===== config.mk =====
export PLATFORM = sky130hd
export DESIGN_NAME = hazard_stall_ctrl
export DESIGN_NICKNAME = d
export VERILOG_FILES = /design/src/rtl/hazard_stall_ctrl.sv
export SDC_FILE = /design/constraint.sdc
export NUM_CORES = 1
export LEC_CHECK = 0
export BUFFER_PORTS_ARGS = -buffer_cell sky130_fd_sc_hd__buf_2
export CORE_MARGIN = 2
export CORE_UTILIZATION = 35
export CTS_BUF_LIST = sky130_fd_sc_hd__clkbuf_2
export DETAILED_ROUTE_END_ITERATION = 8
export PLACE_DENSITY_LB_ADDON = 0.3
export SLEW_MARGIN = 20
export SYNTH_ARGS = -nofsm -noshare
export SYNTH_HDL_FRONTEND = slang
export SYNTH_SLANG_ARGS = --single-unit

===== constraint.sdc =====
create_clock -name clk -period 5.6 [get_ports clk]
set_clock_uncertainty 0.15 [all_clocks]
set_input_delay 1.12 -clock clk [delete_from_list [all_inputs] [get_ports clk]]
set_output_delay 1.12 -clock clk [all_outputs]
set_load 0.02 [all_outputs]

===== src/rtl/hazard_stall_ctrl.sv =====
// Stall/bubble control for PC, F/D and D/E from register hazards and the mult/div unit.
// Latency: stall, flush and md_start are combinational; md_busy is registered.
// Backpressure: any hazard holds F and D and injects a bubble into E until it clears.
module hazard_stall_ctrl #(
    parameter int MULT_LAT = 5,
    parameter int DIV_LAT  = 10
) (
    input  logic       clk,
    input  logic       reset,
    input  logic [4:0] rs_D,
    input  logic [4:0] rt_D,
    input  logic [1:0] rs_tuse_D,
    input  logic [1:0] rt_tuse_D,
    input  logic [4:0] wa_E,
    input  logic [1:0] tnew_E,
    input  logic [4:0] wa_M,
    input  logic [1:0] tnew_M,
    input  logic       md_op_D,
    input  logic       md_div_D,
    input  logic       md_use_D,
    output logic       STALL_F,
    output logic       STALL_D,
    output logic       FLUSH_E,
    output logic       md_start,
    output logic       md_busy
);

    localparam int CW = $clog2(DIV_LAT + 1);

    typedef enum logic [1:0] {
        IDLE = 2'd0,
        MULT = 2'd1,
        DIV  = 2'd2
    } state_t;

    state_t          state, state_nxt;
    logic [CW-1:0]   cnt, cnt_nxt;
    logic            stall_rs, stall_rt, stall_md, stall;

    // r0 is never a real dependency, so wa==0 cannot raise a match.
    assign stall_rs = (rs_D != 5'd0) &&
                      (((rs_D == wa_E) && (tnew_E > rs_tuse_D)) ||
                       ((rs_D == wa_M) && (tnew_M > rs_tuse_D)));
    assign stall_rt = (rt_D != 5'd0) &&
                      (((rt_D == wa_E) && (tnew_E > rt_tuse_D)) ||
                       ((rt_D == wa_M) && (tnew_M > rt_tuse_D)));

    assign md_busy  = (state != IDLE);
    assign stall_md = md_busy && (md_op_D || md_use_D);

    // Outputs are forced low for the whole time reset is held.
    assign stall    = reset && (stall_rs || stall_rt || stall_md);
    assign STALL_F  = stall;
    assign STALL_D  = stall;
    assign FLUSH_E  = stall;
    assign md_start = reset && md_op_D && !stall;

    always_ff @(posedge clk or negedge reset) begin
        if (!reset) begin
            state <= IDLE;
            cnt   <= '0;
        end else begin
            state <= state_nxt;
            cnt   <= cnt_nxt;
        end
    end

    always_comb begin
        state_nxt = state;
        cnt_nxt   = cnt;
        case (state)
            IDLE: begin
                if (md_start) begin
                    state_nxt = md_div_D ? DIV : MULT;
                    cnt_nxt   = md_div_D ? CW'(DIV_LAT) : CW'(MULT_LAT);
                end
            end
            MULT, DIV: begin
                if (cnt == CW'(1)) begin
                    state_nxt = IDLE;
                    cnt_nxt   = '0;
                end else begin
                    cnt_nxt = cnt - CW'(1);
                end
            end
            default: begin
                state_nxt = IDLE;
                cnt_nxt   = '0;
            end
        endcase
    end

endmodule

Word-level counts from Yosys, hierarchy flattened
Cells that the tools add are included.
{"block": "word_totals", "reg_bits": 6, "inputBits": 33, "output_inout_bits": 5, "elab_cells": 46}
{"block": "op_classes", "add_sub_neg": 1, "n_lt_le_gt_ge": 4, "eq_ne": 9, "n_mux": 8, "n_reduce_logical": 22}
{"operator": "$eq A5 B5 Y1", "count": 4}
{"operator": "$mux W4", "count": 3}
{"operator": "$logic_and A1 B1 Y1", "count": 10}
{"operator": "$reduce_bool A5 Y1", "count": 2}
{"operator": "$gt A2 B2 Y1", "count": 4}
{"operator": "$pmux W4 S2", "count": 1}
{"operator": "$mux W2", "count": 3}
{"operator": "$logic_or A1 B1 Y1", "count": 5}
{"operator": "$eq A4 B1 Y1 const B", "count": 1}
{"operator": "$ne A2 B2 Y1 const B", "count": 2}
{"operator": "$pmux W2 S2", "count": 1}
{"operator": "$sub A4 B1 Y4 const B", "count": 1}
{"operator": "$eq A2 B1 Y1 const B", "count": 1}
{"operator": "$eq A2 B2 Y1 const B", "count": 1}
{"operator": "$logic_not A2 Y1", "count": 1}
{"operator": "$reduce_and A2 Y1", "count": 1}
{"operator": "$reduce_bool A2 Y1", "count": 1}
{"operator": "$reduce_or A2 Y1", "count": 1}
{"operator": "$logic_not A1 Y1", "count": 1}

Longest topological paths before layout
Gate-level depths: netlist (run 1).
{"block": "logic_depth", "depth_word": 11, "mapped_depth": 9}

Worst setup path after synthesis (run 1)
Ideal clock, no wire load.
{"block": "synth_path", "path_type": "input port to output port", "startpoint": "in rt_tuse_D[1]", "endpoint": "out STALL_D", "arrival_ps": 2842, "required_ps": 4330, "path_slack_ps": 1488, "path_stages": 8, "n_path_buf": 1, "path_cell_list": "inv_1 > ha_1 > nand2_1 > nand4_1 > nor4_1 > o22ai_2 > a31oi_1 > buf_4"}
{"block": "synth_between", "elab_chain_len": 7, "word_cells_on_any_way": 9, "cone_classes": "order compare: 2; reduce/logical: 7"}
{"item": "from (decl)", "line_no": "13", "rtl": "input logic [1:0] rt_tuse_D,"}
{"item": "$gt A2 B2 Y1 (on tied branches)", "line_no": "45, 46"}
{"item": "$logic_and A1 B1 Y1 (on tied branches)", "line_no": "45, 46"}
{"item": "$logic_or A1 B1 Y1 (*)", "line_no": "45", "rtl": "(((rt_D == wa_E) && (tnew_E > rt_tuse_D)) ||"}
{"item": "$logic_and A1 B1 Y1 (*)", "line_no": "44", "rtl": "assign stall_rt = (rt_D != 5'd0) &&"}
{"item": "$logic_or A1 B1 Y1 (*) (2 in a row)", "line_no": "52", "rtl": "assign stall = reset && (stall_rs || stall_rt || stall_md);"}
{"item": "$logic_and A1 B1 Y1 (*)", "line_no": "52"}
{"item": "to (decl)", "line_no": "22", "rtl": "output logic STALL_D,"}
Mark *: on every way between the ends. The rest lies on a longest branch, timed or not.

Worst setup path in the final report (run 1)
{"block": "layout_path", "startpoint": "in rs_tuse_D[1]", "endpoint": "out FLUSH_E"}
{"block": "layout_between", "elab_chain_len": 7, "word_cells_on_any_way": 9, "cone_classes": "order compare: 2; reduce/logical: 7"}
{"item": "from (decl)", "line_no": "12", "rtl": "input logic [1:0] rs_tuse_D,"}
{"item": "$gt A2 B2 Y1 (on tied branches)", "line_no": "42, 43"}
{"item": "$logic_and A1 B1 Y1 (on tied branches)", "line_no": "42, 43"}
{"item": "$logic_or A1 B1 Y1 (*)", "line_no": "42", "rtl": "(((rs_D == wa_E) && (tnew_E > rs_tuse_D)) ||"}
{"item": "$logic_and A1 B1 Y1 (*)", "line_no": "41", "rtl": "assign stall_rs = (rs_D != 5'd0) &&"}
{"item": "$logic_or A1 B1 Y1 (*) (2 in a row)", "line_no": "52"}
{"item": "$logic_and A1 B1 Y1 (*)", "line_no": "52"}
{"item": "to (decl)", "line_no": "23", "rtl": "output logic FLUSH_E,"}
Marks and branches as above.

==> flow_summary.json, run 1 <==
{
  "status": "completed",
  "criticalPathCategory": "input pin to output port",
  "netlist_area_um2": 886,
  "relSlewSlack_pct": 77.1,
  "synthCells": 103,
  "ir_drop_mv": 0.140,
  "r2r_start": "state[0]",
  "crit_end": "FLUSH_E",
  "fp.dieH_um": 54.3,
  "fin_tns_setup_ps": 0,
  "p_sw_mw": 0.137,
  "power.density_nw_per_um2": 265,
  "synthTopCellsByArea": "dfrtp_1 (17%), ha_1 (17%), xnor2_1 (14%)",
  "cts_hold_buf": 0,
  "synth_common_cells": "inv_1 (14), xnor2_1 (14), ha_1 (12), xor2_1 (8)",
  "totalWireLength_um": 2080,
  "placed_cell_area_um2": 1090,
  "r2r_setup_slack_ps": 3690,
  "post_cts_buffers": 0,
  "grt_use_met3_pct": 2.46,
  "placed_cells": 168,
  "yosys.area.top_type": "dfrtp_1",
  "layout-drive-gt1-share_pct": 31.2,
  "syn_nets": 148,
  "viasPerCell": 5.12,
  "stdcell_area_um2": 1110,
  "clockRootBuffer": "clkbuf_2",
  "slew_viol_final": 0,
  "internal-power_mw": 0.157,
  "grt_pass1_vias": 850,
  "cts_resized": 0,
  "ys_seq_area_share_pct": 16.9,
  "use_met1_pct": 20.8,
  "critPathRequiredTime_ps": 4330,
  "top_usage_layer": "met2",
  "fmax_mhz": 249,
  "cts_tree": "built",
  "fin_crit_sh_pct": 71.6,
  "clk_pin_slew_ps": 60,
  "place_ws_ps": 1590,
  "startpoint": "rs_tuse_D[1]",
  "routedWlPerCell_um": 12.2,
  "fp.dieW_um": 54.3,
  "worst_pin_slew_ps": 341,
  "hold_viol": 0,
  "p_leak_nw": 0.564,
  "yosysWarningCount": 0,
  "grtUsageTotal_pct": 16.6,
  "swShare_pct": 46.5,
  "fin_crit_ps": 4010,
  "fill_cells": 258,
  "synth-edff-count": 0,
  "cts_sinks": 6,
  "drt_iter0_markers": 14,
  "fin_nets": 188,
  "clkLatencyLatePin_ps": 220,
  "whs_ps": 414,
  "antenna_found_initial": 0,
  "htreeDepth": 1,
  "pin_count": 38,
  "synth_top_area_share_pct": 16.9,
  "ant_nets": 0,
  "endpoint_kind": "output port",
  "die_area_um2": 2950,
  "start_util_pct": 36.4,
  "syn_area_per_cell_um2": 8.60,
  "hold_path.class": "register to register",
  "use_met2_pct": 29.1,
  "num_vias": 875,
  "drcViolationCount": 0,
  "cts_buffers": 3,
  "synth_async_sr_flop_share_pct": 100,
  "finalSetupViolCount": 0,
  "drtPass1Iterations": 4,
  "cp.arrival_ps": 2740,
  "rsz0062_at_grt": "false",
  "yosys_register_bits": 6,
  "grt_first_pass_wirelength_um": 3590,
  "maxCapViolations": 0,
  "diodes": 0,
  "comb_power_share_pct": 63.0,
  "critical_path.max_fanout": 3,
  "place.gp.congestion": 0.840,
  "coreArea_um2": 2430,
  "portBuffers": 37,
  "clockBufferDepth": 2,
  "r2r_cells": 6,
  "rr_endpoint": "cnt[2]",
  "ys.flop_type": "dfrtp_1",
  "seqPwrFrac_pct": 26.8,
  "clkPwrFrac_pct": 10.3,
  "startpoint_type": "input pin",
  "hpwlAfterDp_um": 1860,
  "final_cell_count_no_fill": 171,
  "synth.distinct_cells": 26,
  "layout_setup_ws_ps": 1590,
  "grt_overflow": 0,
  "syn2layout_area_growth_pct": 25.1,
  "grt_max_degree": 10,
  "row_count": 18
}
worst max-delay path: stages:
cell and delay [ps]:
buf_2 70, inv_1 40, ha_1 300, nand2_1 90, nand4_1 110, nor4_1 360, o22ai_2 180, a31oi_1 240
buf_2 220
layer usage:
| layer | wire (um) | part of all wire [%] | vias up |
|---|---|---|---|
| li1 | - | - | 440 |
| met3 | 117 | 5.6 | 0 |
| met1 | 884 | 43 | 402 |
| met4 | 0 | 0 | 0 |
| met5 | 0 | 0 | - |
| met2 | 1080 | 52 | 33 |
per-stage QoR:
| step | total power [mW] | util [%] |
|---|---|---|
| after floorplan | 0.211 | - |
| after global placement | 0.260 | 45.0 |
| after detailed placement | 0.265 | 45.0 |
| after CTS | 0.298 | 45.6 |
| after global routing | 0.326 | 45.6 |
| final | 0.294 | 45.6 |
worst min-delay path by stage:
| stage | from | endpoint | slack, ps | cells past startpoint |
|---|---|---|---|---|
| 5_1_grt | cnt[0] | cnt[0] | 430 | 1 |
| 6_report | cnt[0] | cnt[0] | 410 | 1 |
| 3_5_place_dp | cnt[0] | cnt[0] | 400 | 1 |
| 4_1_cts | cnt[0] | cnt[0] | 410 | 1 |
| 2_1_floorplan | cnt[0] | cnt[0] | 360 | 1 |
| 3_3_place_gp | cnt[0] | cnt[0] | 400 | 1 |
flip-flops by register name (all words and copies together) (netlist names):
name and flops:
cnt 4, state 2
logic make-up (layout without fill, tap and decap cells):
logic type / Yosys count / in the layout / synth area share (%)
AOI/OAI and AO/OA: 16 / 16 / 12.7
xor gates and xnor gates: 22 / 22 / 21.8
adders and majority gates: 12 / 12 / 16.9
buffers and inverters: 17 / 55 / 8.05
DFF: 6 / 6 / 16.9
muxes: 6 / 6 / 6.78
and+or+nand+nor: 24 / 24 / 16.8
cell usage in the layout, fill, tap and decap left out, types with 4 or more instances in the layout:
master / count
mux2i_1: 6
buf_2: 37
o22ai_1: 5
nand2_1: 5
dfrtp_1: 6
xor2_1: 8
nor4_1: 4
nor2_1: 4
inv_1: 14
a21oi_1: 4
xnor2_1: 14
nand4_1: 4
ha_1: 12
cell type report:
cell class | count | area (um2) | area share (%)
multi-input cells | 80 | 664 | 59.9
inverters | 15 | 56.3 | 5.08
clock buffers | 3 | 15.0 | 1.35
flip-flops and latches | 6 | 150 | 13.5
repair buffers | 37 | 185 | 16.7
well taps | 30 | 37.5 | 3.39
power by group through the flow:
stage / registers (mW) / clock network (mW) / logic (mW)
global route: 0.0803 / 0.0351 / 0.211
global placement: 0.0777 / 0 / 0.182
detailed placement: 0.0792 / 0 / 0.186
floorplan: 0.0742 / 0 / 0.137
CTS: 0.0784 / 0.0323 / 0.187
finish: 0.0788 / 0.0302 / 0.185
No activity file was read; power rests on OpenSTA's default activity.
==> run 2, diff against run 1 <==
--- a/config.mk
+++ b/config.mk
@@ -5,6 +5,7 @@
 export SDC_FILE = /design/constraint.sdc
 export NUM_CORES = 1
 export LEC_CHECK = 0
+export ABC_AREA = 1
 export BUFFER_PORTS_ARGS = -buffer_cell sky130_fd_sc_hd__buf_2
 export CORE_MARGIN = 2
 export CORE_UTILIZATION = 35
==> constraint.sdc (replaced) <==
create_clock -name clk -period 3.9 [get_ports clk]
set_clock_uncertainty 0.15 [all_clocks]
set_input_delay 0.78 -clock clk [delete_from_list [all_inputs] [get_ports clk]]
set_output_delay 0.78 -clock clk [all_outputs]
set_load 0.02 [all_outputs]
==> run 2 against run 1 <==
Compared with the run above: via count up 20%; count of clock-buffer cells in the layout unchanged; global-route usage down 1.8 points; critical path depth up 4; non-clock buffer count unchanged; design area up 11%; largest cell class unchanged.
==> flow_summary.json, run 2 <==
{
  "synth_top_area_share_pct": 15.7,
  "hold_path.class": "input pin to async pin",
  "regMostFlops": "cnt",
  "cts_sinks": 6,
  "cts_tree": "built",
  "fp.dieH_um": 57.6,
  "synth.distinct_cells": 18,
  "r2r_cells": 9,
  "hold_viol": 0,
  "cp.arrival_ps": 2080,
  "ys.flop_type": "dfrtp_1",
  "cpMostUsedCell": "nand2_1",
  "grt_overflow": 0,
  "ant_nets": 0,
  "fin_crit_ps": 3010,
  "cts_resized": 0,
  "fin_nets": 253,
  "final_common_cell": "nand2_1",
  "layout-drive-gt1-share_pct": 25.2,
  "fin_tns_setup_ps": 0,
  "final_cell_mix": "nand2_1 (42), buf_2 (37), inv_1 (33)",
  "viasPerCell": 4.45,
  "clockRootBuffer": "clkbuf_2",
  "drtPass1Iterations": 4,
  "grt_max_degree": 10,
  "yosysWarningCount": 0,
  "grt_first_pass_wirelength_um": 3980,
  "status": "completed",
  "slowest_stage": "ha_1",
  "start_util_pct": 36.8,
  "p_leak_nw": 0.776,
  "cts_hold_buf": 0,
  "critical_path.max_fanout": 3,
  "grt_pass1_vias": 1007,
  "netlist_area_um2": 1010,
  "clk_pin_slew_ps": 70,
  "critPathRequiredTime_ps": 2970,
  "coreArea_um2": 2730,
  "totalWireLength_um": 2200,
  "synthTopCellsByArea": "nand2_1 (16%), dfrtp_1 (15%), ha_1 (15%)",
  "pin_count": 38,
  "maxCapViolations": 0,
  "syn_area_per_cell_um2": 6.00,
  "cp_slowest_stage_delay_ps": 300,
  "portBuffers": 37,
  "synth-edff-count": 0,
  "yosys_register_bits": 6,
  "fmax_mhz": 332,
  "hpwlAfterDp_um": 1930,
  "worst_pin_slew_ps": 226,
  "rsz0062_at_grt": "false",
  "htreeDepth": 1,
  "syn2layout_area_growth_pct": 22.2,
  "finalSetupViolCount": 0,
  "startpoint_type": "input pin",
  "layout_setup_ws_ps": 891,
  "fp.dieW_um": 57.6,
  "place.gp.congestion": 0.815,
  "relSlewSlack_pct": 84.9,
  "diodes": 0,
  "ys_seq_area_share_pct": 14.9,
  "num_vias": 1054,
  "synth_common_cells": "nand2_1 (42), inv_1 (33), nand3_1 (20), nor2_1 (16), ha_1 (12)",
  "yosysMostFrequentCell": "nand2_1",
  "ir_drop_mv": 0.440,
  "clkLatencyLatePin_ps": 230,
  "row_count": 19,
  "slew_viol_final": 0,
  "endpoint_kind": "output port",
  "synth_async_sr_flop_share_pct": 100,
  "post_cts_buffers": 0,
  "power.density_nw_per_um2": 402,
  "largest_reg_flops": 4,
  "yosys.area.top_type": "nand2_1",
  "place_ws_ps": 884,
  "p_total_mw": 0.495,
  "antenna_found_initial": 0,
  "syn_nets": 213,
  "die_area_um2": 3320,
  "clockBufferDepth": 2,
  "crit_chain": "buf_2 -> inv_1 -> ha_1 -> nand2_1 -> o21ai_0 -> nor2_1 -> nand3_1 -> nand2_1 -> nand2_2 -> nand3_1 -> nand2_1 -> inv_1 -> buf_2",
  "reg_top3": "cnt: 4 flops, state: 2 flops",
  "fin_crit_sh_pct": 77.2,
  "synthCells": 168,
  "grtUsageTotal_pct": 14.8,
  "drcViolationCount": 0,
  "criticalPathCategory": "input pin to output port",
  "cts_buffers": 3,
  "drt_iter0_markers": 45,
  "routedWlPerCell_um": 9.29
}
[run 2: cell count changes in the layout (fill, tap and decap cells not counted), sizes merged, moves of 6 or more]
| cell | previous run | this run |
|---|---|---|
| mux2i | 6 | 0 |
| xnor2 | 14 | 0 |
| nor2 | 4 | 17 |
| nand2 | 5 | 47 |
| o21ai | 1 | 9 |
| o22ai | 7 | 0 |
| inv | 14 | 37 |
| nand3 | 0 | 20 |
[run 2: cell type report]
class / instances / area (um2)
Inverter: 37 / 139
Multi-Input combinational cell: 123 / 703
Clock buffer: 3 / 15.0
Fill cell: 311 / 1500
Timing Repair Buffer: 37 / 185
Sequential cell: 6 / 150
Tap cell: 31 / 38.8
[run 2: kinds of logic (layout without fill, tap and decap cells)]
family	count (synthesis)	after routing	synth area share, %
AND/OR/NAND/NOR	87	87	38.9
buffers and inverters	39	77	15.3
AO/OA/AOI/OAI	16	16	9.07
adder cells (fa/ha/maj)	12	12	14.9
XOR/XNOR	8	8	6.96
flip-flops	6	6	14.9
[run 2: worst paths after layout]
check	start	endpoint	slack [ps]
min in group clk	state[1]	state[1]	350
worst min-delay path	reset	cnt[0]	230
worst max-delay path	rt_tuse_D[1]	STALL_D	890
worst min register to register	state[1]	state[1]	350
worst max register to register	state[0]	state[1]	2250
max in group asynchronous	reset	cnt[3]	3200
[run 2: layer usage]
layer,GRT usage (%),vias to the layer above,wire (um),part of all wire (%)
met2,26.3,19,1070,48
met5,0,-,0,0
met3,2.90,2,72,3.3
met4,3.65,0,10,0.45
li1,-,594,-,-
met1,18.4,439,1050,48
[run 2: critical path, delay by kind of cell]
kind / cells / cell delay, ps
compound gates: 1 / 70
fa+ha+maj: 1 / 300
buf+inv: 4 / 350
simple gates: 7 / 580
[run 2: per-stage QoR]
stage / hold WS, ps / instances / area (um2) / utilization (%)
after CTS: 228 / 237 / 1230 / 45.0
after floorplan: 316 / 168 / 1010 / -
after global routing: 224 / 237 / 1230 / 45.0
after detailed placement: 342 / 234 / 1220 / 44.5
final: 226 / 237 / 1230 / 45.0
after global placement: 343 / 234 / 1220 / 44.5
[run 2: power by group]
| part | switching [mW] | internal (mW) | total (mW) |
|---|---|---|---|
| combinational | 0.208 | 0.132 | 0.340 |
| clock | 0.0241 | 0.0209 | 0.0449 |
| sequential | 0.0187 | 0.0916 | 0.110 |
| total | 0.251 | 0.244 | 0.495 |
